`config.mk`:
```
export PLATFORM = sky130hd
export DESIGN_NAME = tmds_channel_encoder
export DESIGN_NICKNAME = d
export VERILOG_FILES = /design/src/rtl/tmds_channel_encoder.sv
export SDC_FILE = /design/constraint.sdc
export NUM_CORES = 1
export LEC_CHECK = 0
export ABC_AREA = 0
export BUFFER_PORTS_ARGS = -buffer_cell sky130_fd_sc_hd__buf_2
export CAP_MARGIN = 15
export CORE_ASPECT_RATIO = 1.75
export CORE_UTILIZATION = 60
export CTS_BUF_LIST = sky130_fd_sc_hd__clkbuf_4 sky130_fd_sc_hd__clkbuf_8
export CTS_CLUSTER_SIZE = 30
export DETAILED_ROUTE_END_ITERATION = 8
export GPL_ROUTABILITY_DRIVEN = 0
export PLACE_DENSITY = 0.93
export SLEW_MARGIN = 20
export SYNTH_ARGS = -nofsm -noshare
export SYNTH_HDL_FRONTEND = slang
export SYNTH_SLANG_ARGS = --single-unit
```
`constraint.sdc`:
```
create_clock -name PixelClk -period 6 [get_ports PixelClk]
set_clock_uncertainty 0.2 [all_clocks]
set_input_delay 0.3 -clock PixelClk [delete_from_list [all_inputs] [get_ports PixelClk]]
set_output_delay 0.3 -clock PixelClk [all_outputs]
set_load 0.02 [all_outputs]
```
`src/rtl/tmds_channel_encoder.sv`:
```
// rtl/tmds_channel_encoder.sv - one DVI/TMDS 8b/10b channel encoder
//
// Purpose:
//   Encodes one 8-bit pixel component per PixelClk into a transition-minimised,
//   DC-balanced 10-bit TMDS character. During blanking (VideoDE=0) the Ctrl
//   pair is sent as one of the four control tokens. Two register stages:
//   stage 1 holds the transition-minimised word q_m, stage 2 holds the
//   DC-balanced output character and the running disparity.
//
// Optional build macro:
//   TMDS_VIDEO_GUARD_EN - adds two input delay stages (latency 4) and replaces
//   the up to two control characters directly preceding a DE rise with the
//   HDMI video guard-band character (CHANNEL 0/2: 10'h2CC, CHANNEL 1: 10'h133).
//   Undefined: latency 2, control slots carry Ctrl tokens only.
//
// Parameters:
//   CHANNEL   channel index 0..2, only selects the guard-band character
//
// Ports:
//   PixelClk  in   1   pixel clock, rising edge
//   RstB      in   1   asynchronous active-low reset
//   VideoDin  in   8   pixel component, meaningful when VideoDE=1
//   VideoDE   in   1   1 = video period, 0 = control period
//   Ctrl      in   2   {C1,C0} control pair used when VideoDE=0
//   TMDSDout  out  10  encoded character, bit 0 transmitted first

module tmds_channel_encoder #(
    parameter int CHANNEL = 0
) (
    input  logic       PixelClk,
    input  logic       RstB,
    input  logic [7:0] VideoDin,
    input  logic       VideoDE,
    input  logic [1:0] Ctrl,
    output logic [9:0] TMDSDout
);

    localparam logic [9:0] TOKEN_00   = 10'h354;
    localparam logic [9:0] TOKEN_01   = 10'h0AB;
    localparam logic [9:0] TOKEN_10   = 10'h154;
    localparam logic [9:0] TOKEN_11   = 10'h2AB;
    localparam logic [9:0] GUARD_CHAR = (CHANNEL == 1) ? 10'h133 : 10'h2CC;

    function automatic logic [3:0] f_popcount(input logic [7:0] v);
        logic [3:0] n;
        n = 4'd0;
        for (int i = 0; i < 8; i++) begin
            n = n + {3'b000, v[i]};
        end
        return n;
    endfunction

    // Transition-minimising stage: chained XOR or XNOR of the data bits,
    // with bit 8 recording which operator was used (1 = XOR).
    function automatic logic [8:0] f_qm(input logic [7:0] d);
        logic [3:0] n1d;
        logic       use_xnor;
        logic [8:0] q;
        n1d      = f_popcount(d);
        use_xnor = (n1d > 4'd4) || ((n1d == 4'd4) && !d[0]);
        q        = 9'd0;
        q[0]     = d[0];
        for (int i = 1; i < 8; i++) begin
            q[i] = use_xnor ? ~(q[i-1] ^ d[i]) : (q[i-1] ^ d[i]);
        end
        q[8] = ~use_xnor;
        return q;
    endfunction

    function automatic logic [9:0] f_token(input logic [1:0] c);
        logic [9:0] t;
        case (c)
            2'b00:   t = TOKEN_00;
            2'b01:   t = TOKEN_01;
            2'b10:   t = TOKEN_10;
            default: t = TOKEN_11;
        endcase
        return t;
    endfunction

    // ------------------------------------------------------------------
    // Stage 1 input selection (optionally delayed by two cycles)
    // ------------------------------------------------------------------
    logic [7:0] w_s1_din;
    logic       w_s1_de;
    logic [1:0] w_s1_ctrl;
    logic       w_guard;

    logic [8:0] r_qm;
    logic       r_s1_de;
    logic [1:0] r_s1_ctrl;

`ifdef TMDS_VIDEO_GUARD_EN
    logic [7:0] r_d1_din;
    logic       r_d1_de;
    logic [1:0] r_d1_ctrl;
    logic [7:0] r_d2_din;
    logic       r_d2_de;
    logic [1:0] r_d2_ctrl;

    always_ff @(posedge PixelClk or negedge RstB) begin
        if (!RstB) begin
            r_d1_din  <= 8'd0;
            r_d1_de   <= 1'b0;
            r_d1_ctrl <= 2'b00;
            r_d2_din  <= 8'd0;
            r_d2_de   <= 1'b0;
            r_d2_ctrl <= 2'b00;
        end else begin
            r_d1_din  <= VideoDin;
            r_d1_de   <= VideoDE;
            r_d1_ctrl <= Ctrl;
            r_d2_din  <= r_d1_din;
            r_d2_de   <= r_d1_de;
            r_d2_ctrl <= r_d1_ctrl;
        end
    end

    assign w_s1_din  = r_d2_din;
    assign w_s1_de   = r_d2_de;
    assign w_s1_ctrl = r_d2_ctrl;

    // The slot being finalised in stage 2 is r_s1_*; r_d2_de and r_d1_de are
    // the DE of the next two output slots. A control slot becomes guard band
    // when a DE rise lands within the next two slots. If the slot right after
    // is already video, that is the rise itself; otherwise the one after that.
    assign w_guard = ~r_s1_de & (r_d2_de | r_d1_de);
`else
    assign w_s1_din  = VideoDin;
    assign w_s1_de   = VideoDE;
    assign w_s1_ctrl = Ctrl;
    assign w_guard   = 1'b0;
`endif

    logic [8:0] w_qm;
    assign w_qm = f_qm(w_s1_din);

    // ------------------------------------------------------------------
    // Stage 2: DC balancing against the running disparity
    // ------------------------------------------------------------------
    logic signed [4:0] r_cnt;
    logic        [9:0] r_dout;

    logic        [3:0] w_n1;
    logic signed [4:0] w_bal;      // N1 - N0 of q_m[7:0], range -8..8
    logic              w_q8;
    logic              w_cnt_pos;
    logic              w_cnt_neg;
    logic              w_bal_pos;
    logic              w_bal_neg;
    logic        [9:0] w_next_dout;
    logic signed [4:0] w_next_cnt;

    assign w_n1      = f_popcount(r_qm[7:0]);
    assign w_bal     = $signed({w_n1, 1'b0} - 5'd8);
    assign w_q8      = r_qm[8];
    assign w_cnt_neg = r_cnt[4];
    assign w_cnt_pos = !r_cnt[4] && (r_cnt != 5'sd0);
    assign w_bal_neg = w_bal[4];
    assign w_bal_pos = !w_bal[4] && (w_bal != 5'sd0);

    // Running disparity stays within the 5-bit signed range, so modulo-32
    // arithmetic in 5 bits yields the exact result.
    always_comb begin
        w_next_dout = TOKEN_00;
        w_next_cnt  = r_cnt;
        if (!r_s1_de) begin
            w_next_cnt  = 5'sd0;
            w_next_dout = w_guard ? GUARD_CHAR : f_token(r_s1_ctrl);
        end else if ((r_cnt == 5'sd0) || (w_bal == 5'sd0)) begin
            w_next_dout = {~w_q8, w_q8, (w_q8 ? r_qm[7:0] : ~r_qm[7:0])};
            w_next_cnt  = w_q8 ? (r_cnt + w_bal) : (r_cnt - w_bal);
        end else if ((w_cnt_pos && w_bal_pos) || (w_cnt_neg && w_bal_neg)) begin
            w_next_dout = {1'b1, w_q8, ~r_qm[7:0]};
            w_next_cnt  = r_cnt + (w_q8 ? 5'sd2 : 5'sd0) - w_bal;
        end else begin
            w_next_dout = {1'b0, w_q8, r_qm[7:0]};
            w_next_cnt  = r_cnt + w_bal - (w_q8 ? 5'sd0 : 5'sd2);
        end
    end

    always_ff @(posedge PixelClk or negedge RstB) begin
        if (!RstB) begin
            r_qm      <= 9'd0;
            r_s1_de   <= 1'b0;
            r_s1_ctrl <= 2'b00;
            r_cnt     <= 5'sd0;
            r_dout    <= TOKEN_00;
        end else begin
            r_qm      <= w_qm;
            r_s1_de   <= w_s1_de;
            r_s1_ctrl <= w_s1_ctrl;
            r_cnt     <= w_next_cnt;
            r_dout    <= w_next_dout;
        end
    end

    assign TMDSDout = r_dout;

endmodule

```
==> PnR_summary.wiki, run 1 <==
{| class="wikitable"
! Metric !! Value
|-
| Outcome || finished, final reports clean
|-
| Hold wc startpoint || VideoDin[6]
|-
| Number of cells traversed by the worst register-to-register path || 14
|-
| Routed length on met3 || 92 um
|-
| Insertion delay of the later-clocked pin in the worst-skew pair || 0.27 ns
|-
| Post-synth ARST share || 100%
|-
| Most numerous cell in the Yosys netlist || sky130_fd_sc_hd__inv_1
|-
| Die area || about 0.0036 sq mm
|-
| Worst slew slack as a fraction of its limit || approximately 61%
|-
| Warnings from Yosys || 0
|-
| Number of hold violations in the final report || 0
|-
| Drt drc || 0
|-
| Initial antenna violation count || 0
|-
| Cell accounting for the most synthesized area || sky130_fd_sc_hd__dfrtp_1
|-
| WP data required || a little under 6 ns
|-
| Share of post-route cells with drive strength above 1 || 19.6%
|-
| Sum of overflow across all layers after global routing || 0
|-
| WL met1 || between 1000 and 1500 um
|-
| Final Cycle Share || between 70 and 80%
|-
| Post-route antenna net violation count || 0
|-
| Pin count of the biggest net entering global routing || 27
|-
| Max-cap violations || 0
|-
| Final Critical Period || between 4 and 5 ns
|-
| Number of buffers created by CTS || 3
|-
| WL/cell || approximately 15 um
|-
| Number of clock sinks || 26
|-
| Top_reg_cell synth || sky130_fd_sc_hd__dfrtp_1
|-
| Per-cell via count in the routed design || 5.34
|-
| Peak clock frequency supported by timing || 0.210 GHz
|-
| Maximum root-to-sink buffer count || 2
|-
| Area inside the core boundary || about 0.0032 sq mm
|-
| Arrival time of the worst setup path || approximately 4.7 ns
|-
| Actual slew at the worst max-slew pin || 0.579 ns
|-
| Number of optimization iterations in the first detailed-route pass || 4
|-
| Internal reg-to-reg setup slack || ~1.2 ns
|-
| Seq cells post-synth || 26
|-
| Clock H-tree levels || 1
|-
| RSZ-0062 raised after global routing || no
|-
| Per-instance average area after synthesis || 11.2 sq um
|-
| Setup TNS Final || 0 ns
|-
| Clock slew seen by the registers of the worst setup and hold paths || 0.09 ns
|-
| Number of instances resized during post-cts repair || 0
|-
| CTS tree || built
|-
| Netlist cell types || 38
|-
| Reg-to-Reg End || r_cnt[4]$_DFF_PN0_
|-
| Final slew viol count || 0
|-
| Clock tree root driver cell || sky130_fd_sc_hd__clkbuf_8
|-
| Routed wire length on met2 || between 2000 and 2500 um
|-
| # nets final || 259
|-
| Top cell type's share of synthesized area || approximately a quarter
|-
| Hold-critical path endpoint || r_qm[6]$_DFF_PN0_
|-
| Post-DP HPWL || between 3000 and 4000 um
|-
| Highest routing layer actually used || met4
|-
| Critical Path End Type || flip-flop
|-
| HP Class || input port to flip-flop
|-
| Crit path kind || flip-flop to flip-flop
|-
| Total I/O pin count || 23
|-
| Post-synth EDFFs || 0
|-
| Via count of the first global-routing pass || roughly 1,500
|-
| Wire length of the first global-routing pass || 6440 um
|-
| Total wire length || 3830 um
|-
| Die width || ~46 um
|-
| Number of cells produced by synthesis || between 150 and 200
|-
| Leading cell types by total area after synthesis || sky130_fd_sc_hd__dfrtp_1, sky130_fd_sc_hd__ha_1, sky130_fd_sc_hd__fa_1
|-
| Startpoint kind of the worst setup timing path || flip-flop
|-
| Drt initial violations || 43
|-
| Effective utilization at floorplan || a little under two thirds
|-
| Leading cell types by count after synthesis || sky130_fd_sc_hd__inv_1, sky130_fd_sc_hd__ha_1, sky130_fd_sc_hd__dfrtp_1
|-
| Routed via count || 1,345
|-
| Share of the yosys chip area belonging to registers || about 33%
|-
| Layout Area Growth over Synthesis || 13.7%
|-
| Count of fill cells added during filler insertion || roughly 230
|-
| Total of buffers placed on input and output ports || 22
|-
| ANT cells || 0
|-
| Vertical die dimension || slightly below 80 um
|-
| Crit-path max FO || 4
|-
| Syn Std Cell Area || about 0.0020 sq mm
|-
| Number of placement rows || 27
|-
| Synthesized net count || around 230
|-
| Setup Viol. Count Final || 0
|-
| GR Util All Layers || 24.9%
|-
| Number of cells traversed by the worst hold path || 2
|-
| Worst reg2reg path startpoint || r_qm[0]$_DFF_PN0_
|}
==> cells in the final DEF (no fill, tap or decap), types with 2 or more instances in the layout <==
cell,synthesis,final
sky130_fd_sc_hd__a21oi_1,17,17
sky130_fd_sc_hd__buf_2,0,22
sky130_fd_sc_hd__clkbuf_8,0,3
sky130_fd_sc_hd__dfrtp_1,21,21
sky130_fd_sc_hd__dfstp_2,5,5
sky130_fd_sc_hd__dlygate4sd3_1,0,5
sky130_fd_sc_hd__fa_1,13,13
sky130_fd_sc_hd__ha_1,23,23
sky130_fd_sc_hd__inv_1,31,31
sky130_fd_sc_hd__nand2_1,5,5
sky130_fd_sc_hd__nand2b_1,2,2
sky130_fd_sc_hd__nor2_1,4,4
sky130_fd_sc_hd__nor2b_1,4,4
sky130_fd_sc_hd__nor3_1,2,2
sky130_fd_sc_hd__nor3b_1,3,3
sky130_fd_sc_hd__o211a_1,2,2
sky130_fd_sc_hd__o21ai_0,2,2
sky130_fd_sc_hd__o311a_1,2,2
sky130_fd_sc_hd__xnor2_1,13,13
sky130_fd_sc_hd__xor2_1,9,9
==> repair_timing <==
item / in CTS / in global routing
hold buffers: 5 / 0
buffers inserted: 0 / 0
endpoints found under the setup margin: 0 / 0
endpoints found under the hold margin: 25 / 0
==> metal layers <==
| metal | GRT usage (%) | vias up |
|---|---|---|
| met1 | 28.0 | 668 |
| met4 | 11.2 | 0 |
| met5 | 0 | - |
| met2 | 44.8 | 31 |
| met3 | 2.05 | 6 |
| li1 | - | 640 |
==> state kept, by name, summed over array words and instances (netlist names) <==
name / flops
TMDSDout: 10
r_qm: 9
r_s1_de: 1
r_s1_ctrl: 2
r_cnt: 4
==> critical path: stages, from the launching register on <==
cell                      delay (ns)
sky130_fd_sc_hd__dfrtp_1        0.42
sky130_fd_sc_hd__fa_1           0.55
sky130_fd_sc_hd__inv_1          0.05
sky130_fd_sc_hd__fa_1           0.45
sky130_fd_sc_hd__fa_1           0.49
sky130_fd_sc_hd__inv_1          0.04
sky130_fd_sc_hd__ha_1           0.19
sky130_fd_sc_hd__fa_1           0.58
sky130_fd_sc_hd__inv_1          0.10
sky130_fd_sc_hd__fa_1           0.40
sky130_fd_sc_hd__xor2_1         0.25
sky130_fd_sc_hd__nor2_1         0.10
sky130_fd_sc_hd__xor3_1         0.34
sky130_fd_sc_hd__and2_0         0.16
sky130_fd_sc_hd__o311a_1        0.33
==> metrics by stage <==
stage	util (%)	std cells	hold slack, ns	setup slack (ns)	cell area [sq um]
after floorplan	-	180	-0.196	1.47	2020
after global placement	68.6	243	0.106	1.39	2180
after detailed placement	68.6	243	0.118	1.26	2180
after CTS	72.4	252	0.0449	1.25	2300
after global routing	72.4	252	0.0446	1.02	2300
final	72.4	252	0.0524	1.25	2300
==> final cells by class <==
cell class	instances	area [sq um]	area share, %
inverters	31	116	5.06
multi-input cells	121	1240	53.9
repair buffers	27	160	6.97
well taps	43	53.8	2.34
flip-flops and latches	26	657	28.6
clock inverters	1	30.0	1.31
clock buffers	3	41.3	1.80
==> how the worst max path moves through the flow <==
stage	from	to	slack (ns)	depth (start not counted)
global route	r_qm[0]$_DFF_PN0_	r_cnt[4]$_DFF_PN0_	1.02	14
floorplan	r_qm[0]$_DFF_PN0_	r_cnt[4]$_DFF_PN0_	1.47	14
finish	r_qm[0]$_DFF_PN0_	r_cnt[4]$_DFF_PN0_	1.25	14
CTS	r_qm[0]$_DFF_PN0_	r_cnt[4]$_DFF_PN0_	1.25	14
global placement	r_qm[0]$_DFF_PN0_	r_cnt[4]$_DFF_PN0_	1.39	14
detailed placement	r_qm[0]$_DFF_PN0_	r_cnt[4]$_DFF_PN0_	1.26	14
==> cells by family after synthesis <==
family                   count (synthesis)  synth area share, %
adder cells (fa/ha/maj)                 36                 27.1
buffers and inverters                   33                 6.13
AO/OA/AOI/OAI                           32                 11.8
XOR/XNOR                                27                 14.9
flip-flops                              26                 32.5
AND/OR/NAND/NOR                         25                 7.06
multiplexers                             1                0.495
Power of run 1 is not shown: default switching activity piles up to over one toggle a cycle in this logic, so the estimate is an artifact.
==> inputs of run 2 (changes only) <==
- CORE_UTILIZATION: 60 -> 55
- PLACE_DENSITY: 0.93 -> 0.9
- clock period: 6 -> 4.2 ns (I/O delays scaled with it)
==> run 2 against run 1 <==
  * The flow now finishes with violations (setup timing)
  * Non-clock buffer count rose by 30
  * Die area is 8.8% higher
  * Sequential cell count stayed put
  * Critical path depth did not move
  * Worst setup slack got worse by 1.6 ns
  * Global-route usage up 3.8 points
  * Largest cell class unchanged
  * Highest routed layer unchanged
==> PnR_summary.wiki, run 2 (synthesis gave the netlist of run 1 again) <==
{| class="wikitable"
! Metric !! Value
|-
| Commonest non-fill, non-tap cell in the layout || sky130_fd_sc_hd__inv_1
|-
| Number of clock sinks || 26
|-
| CTS tree || built
|-
| Worst reg2reg path startpoint || r_qm[3]$_DFF_PN0_
|-
| Number of hold violations in the final report || 0
|-
| Final Cycle Share || 109%
|-
| HP Class || input port to flip-flop
|-
| GR Util All Layers || 28.8%
|-
| Worst slew slack as a fraction of its limit || 32.1%
|-
| Clock slew seen by the registers of the worst setup and hold paths || ~0.090 ns
|-
| Final slew viol count || 0
|-
| Worst setup startpoint || r_qm[3]$_DFF_PN0_
|-
| Internal reg-to-reg setup slack || -0.40 ns
|-
| Failing checks || setup timing
|-
| Outcome || complete, but fails checks
|-
| Area occupied by registers || around 660 sq um
|-
| Number of placement rows || 28
|-
| Pre-CTS setup slack || -0.395 ns
|-
| Crit path setup slack, layout || -0.396 ns
|-
| Reg-to-Reg End || r_cnt[4]$_DFF_PN0_
|-
| CP peak stage delay || roughly 0.59 ns
|-
| Insertion delay of the later-clocked pin in the worst-skew pair || approximately 0.28 ns
|-
| Peak clock frequency supported by timing || about 0.22 GHz
|-
| Count of fill cells added during filler insertion || between 200 and 250
|-
| # nets final || 289
|-
| Number of buffer and inverter instances along the worst setup path || 3
|-
| CP max-delay cell || sky130_fd_sc_hd__fa_2
|-
| Fin util || between 80% and 90%
|-
| Total I/O pin count || 23
|-
| Dominant delay contributor by cell family on the critical path || adder cells
|-
| Actual slew at the worst max-slew pin || 1.01 ns
|-
| Die width || 47.8 um
|-
| Clock tree root driver cell || sky130_fd_sc_hd__clkbuf_8
|-
| Post-route antenna net violation count || 0
|-
| Crit-path cells || fa_1, inv_1, fa_1, fa_1, inv_2, ha_4, fa_2, inv_2, fa_2, nand2_2, nor2_4, xor3_1, and2_1, o311a_1
|-
| Wire length of the first global-routing pass || 7610 um
|-
| WL/cell || ~18 um
|-
| Total of buffers placed on input and output ports || 22
|-
| Sum of overflow across all layers after global routing || 0
|-
| Startpoint kind of the worst setup timing path || flip-flop
|-
| Most used cells in the layout excluding fill and tap cells || sky130_fd_sc_hd__inv_1, sky130_fd_sc_hd__buf_2, sky130_fd_sc_hd__buf_4
|-
| Per-cell via count in the routed design || between 5 and 6
|-
| WP data required || approximately 4.2 ns
|-
| Share of post-route cells with drive strength above 1 || about two fifths
|-
| Hold wc startpoint || VideoDin[4]
|-
| Clock H-tree levels || 1
|-
| Area inside the core boundary || 0.00343 sq mm
|-
| Setup Viol. Count Final || 13
|-
| Pin count of the biggest net entering global routing || 27
|-
| Via count of the first global-routing pass || between 1,500 and 2,000
|-
| Routed via count || approximately 1,500
|-
| Critical Path End Type || flip-flop
|-
| ANT cells || 0
|-
| Crit-path max FO || 3
|-
| Drt drc || 0
|-
| Number of cells traversed by the worst register-to-register path || 14
|-
| Arrival time of the worst setup path || about 4.6 ns
|-
| RSZ-0062 raised after global routing || yes
|-
| Maximum root-to-sink buffer count || 2
|-
| Vertical die dimension || about 82 um
|-
| Number of optimization iterations in the first detailed-route pass || 4
|-
| Area occupied by multi-input gates || approximately 0.0014 sq mm
|-
| Max-cap violations || 0
|-
| Effective utilization at floorplan || about three fifths
|-
| Layout Area Growth over Synthesis || 36.0%
|-
| Die area || slightly below 0.004 sq mm
|-
| Post-DP HPWL || roughly 3400 um
|-
| Final Critical Period || 4.60 ns
|-
| Initial antenna violation count || 0
|-
| Crit path kind || flip-flop to flip-flop
|-
| Drt initial violations || 16
|-
| Dominant cell type by count on the critical path || sky130_fd_sc_hd__fa_1
|-
| Number of buffers created by CTS || 3
|-
| Number of cells traversed by the worst hold path || 2
|-
| Max FFs per register || 10
|-
| Hold-critical path endpoint || r_qm[4]$_DFF_PN0_
|-
| Total wire length || around 5000 um
|}
-- run 2: timing repair --
item                       CTS  global route
pin swaps                   10            13
setup buffers                4             4
hold endpoints to repair    27             0
gates resized for setup     13            23
setup endpoints to repair   13            13
gates cloned                 1             0
hold buffers                 7             0
-- run 2: area by class of cell --
type / instances / area share (%)
clock buffer: 3 / 1.50
clock inverter: 1 / 1.09
inverter: 31 / 4.42
multi-input combinational: 121 / 51.7
sequential: 26 / 23.9
tap: 45 / 2.05
timing repair buffer: 57 / 15.3
-- run 2: per-layer routing --
layer	global-route usage [%]	wire length (um)
met1	27.0	1650
met2	53.6	2930
met3	3.26	185
met4	18.3	261
met5	0	0
-- run 2: worst max path at each step --
stage | slack (ns) | end | cells past startpoint
2_1_floorplan | -0.23 | r_cnt[4]$_DFF_PN0_ | 13
3_3_place_gp | -0.28 | r_cnt[4]$_DFF_PN0_ | 14
3_5_place_dp | -0.40 | r_cnt[4]$_DFF_PN0_ | 14
4_1_cts | -0.31 | r_cnt[4]$_DFF_PN0_ | 14
5_1_grt | -0.52 | r_cnt[4]$_DFF_PN0_ | 14
6_report | -0.40 | r_cnt[4]$_DFF_PN0_ | 14
-- run 2: per-stage QoR --
step           setup TNS (ns)  hold slack, ns  std cells  cell area (sq um)
2_1_floorplan          -0.234          -0.286        180               2050
3_3_place_gp           -0.909          0.0236        266               2380
3_5_place_dp            -2.11          0.0413        266               2380
4_1_cts                 -1.52          0.0144        282               2640
5_1_grt                 -3.49         0.00878        284               2750
6_report                -1.80          0.0149        284               2750
Power of run 2 is left out for the same reason.
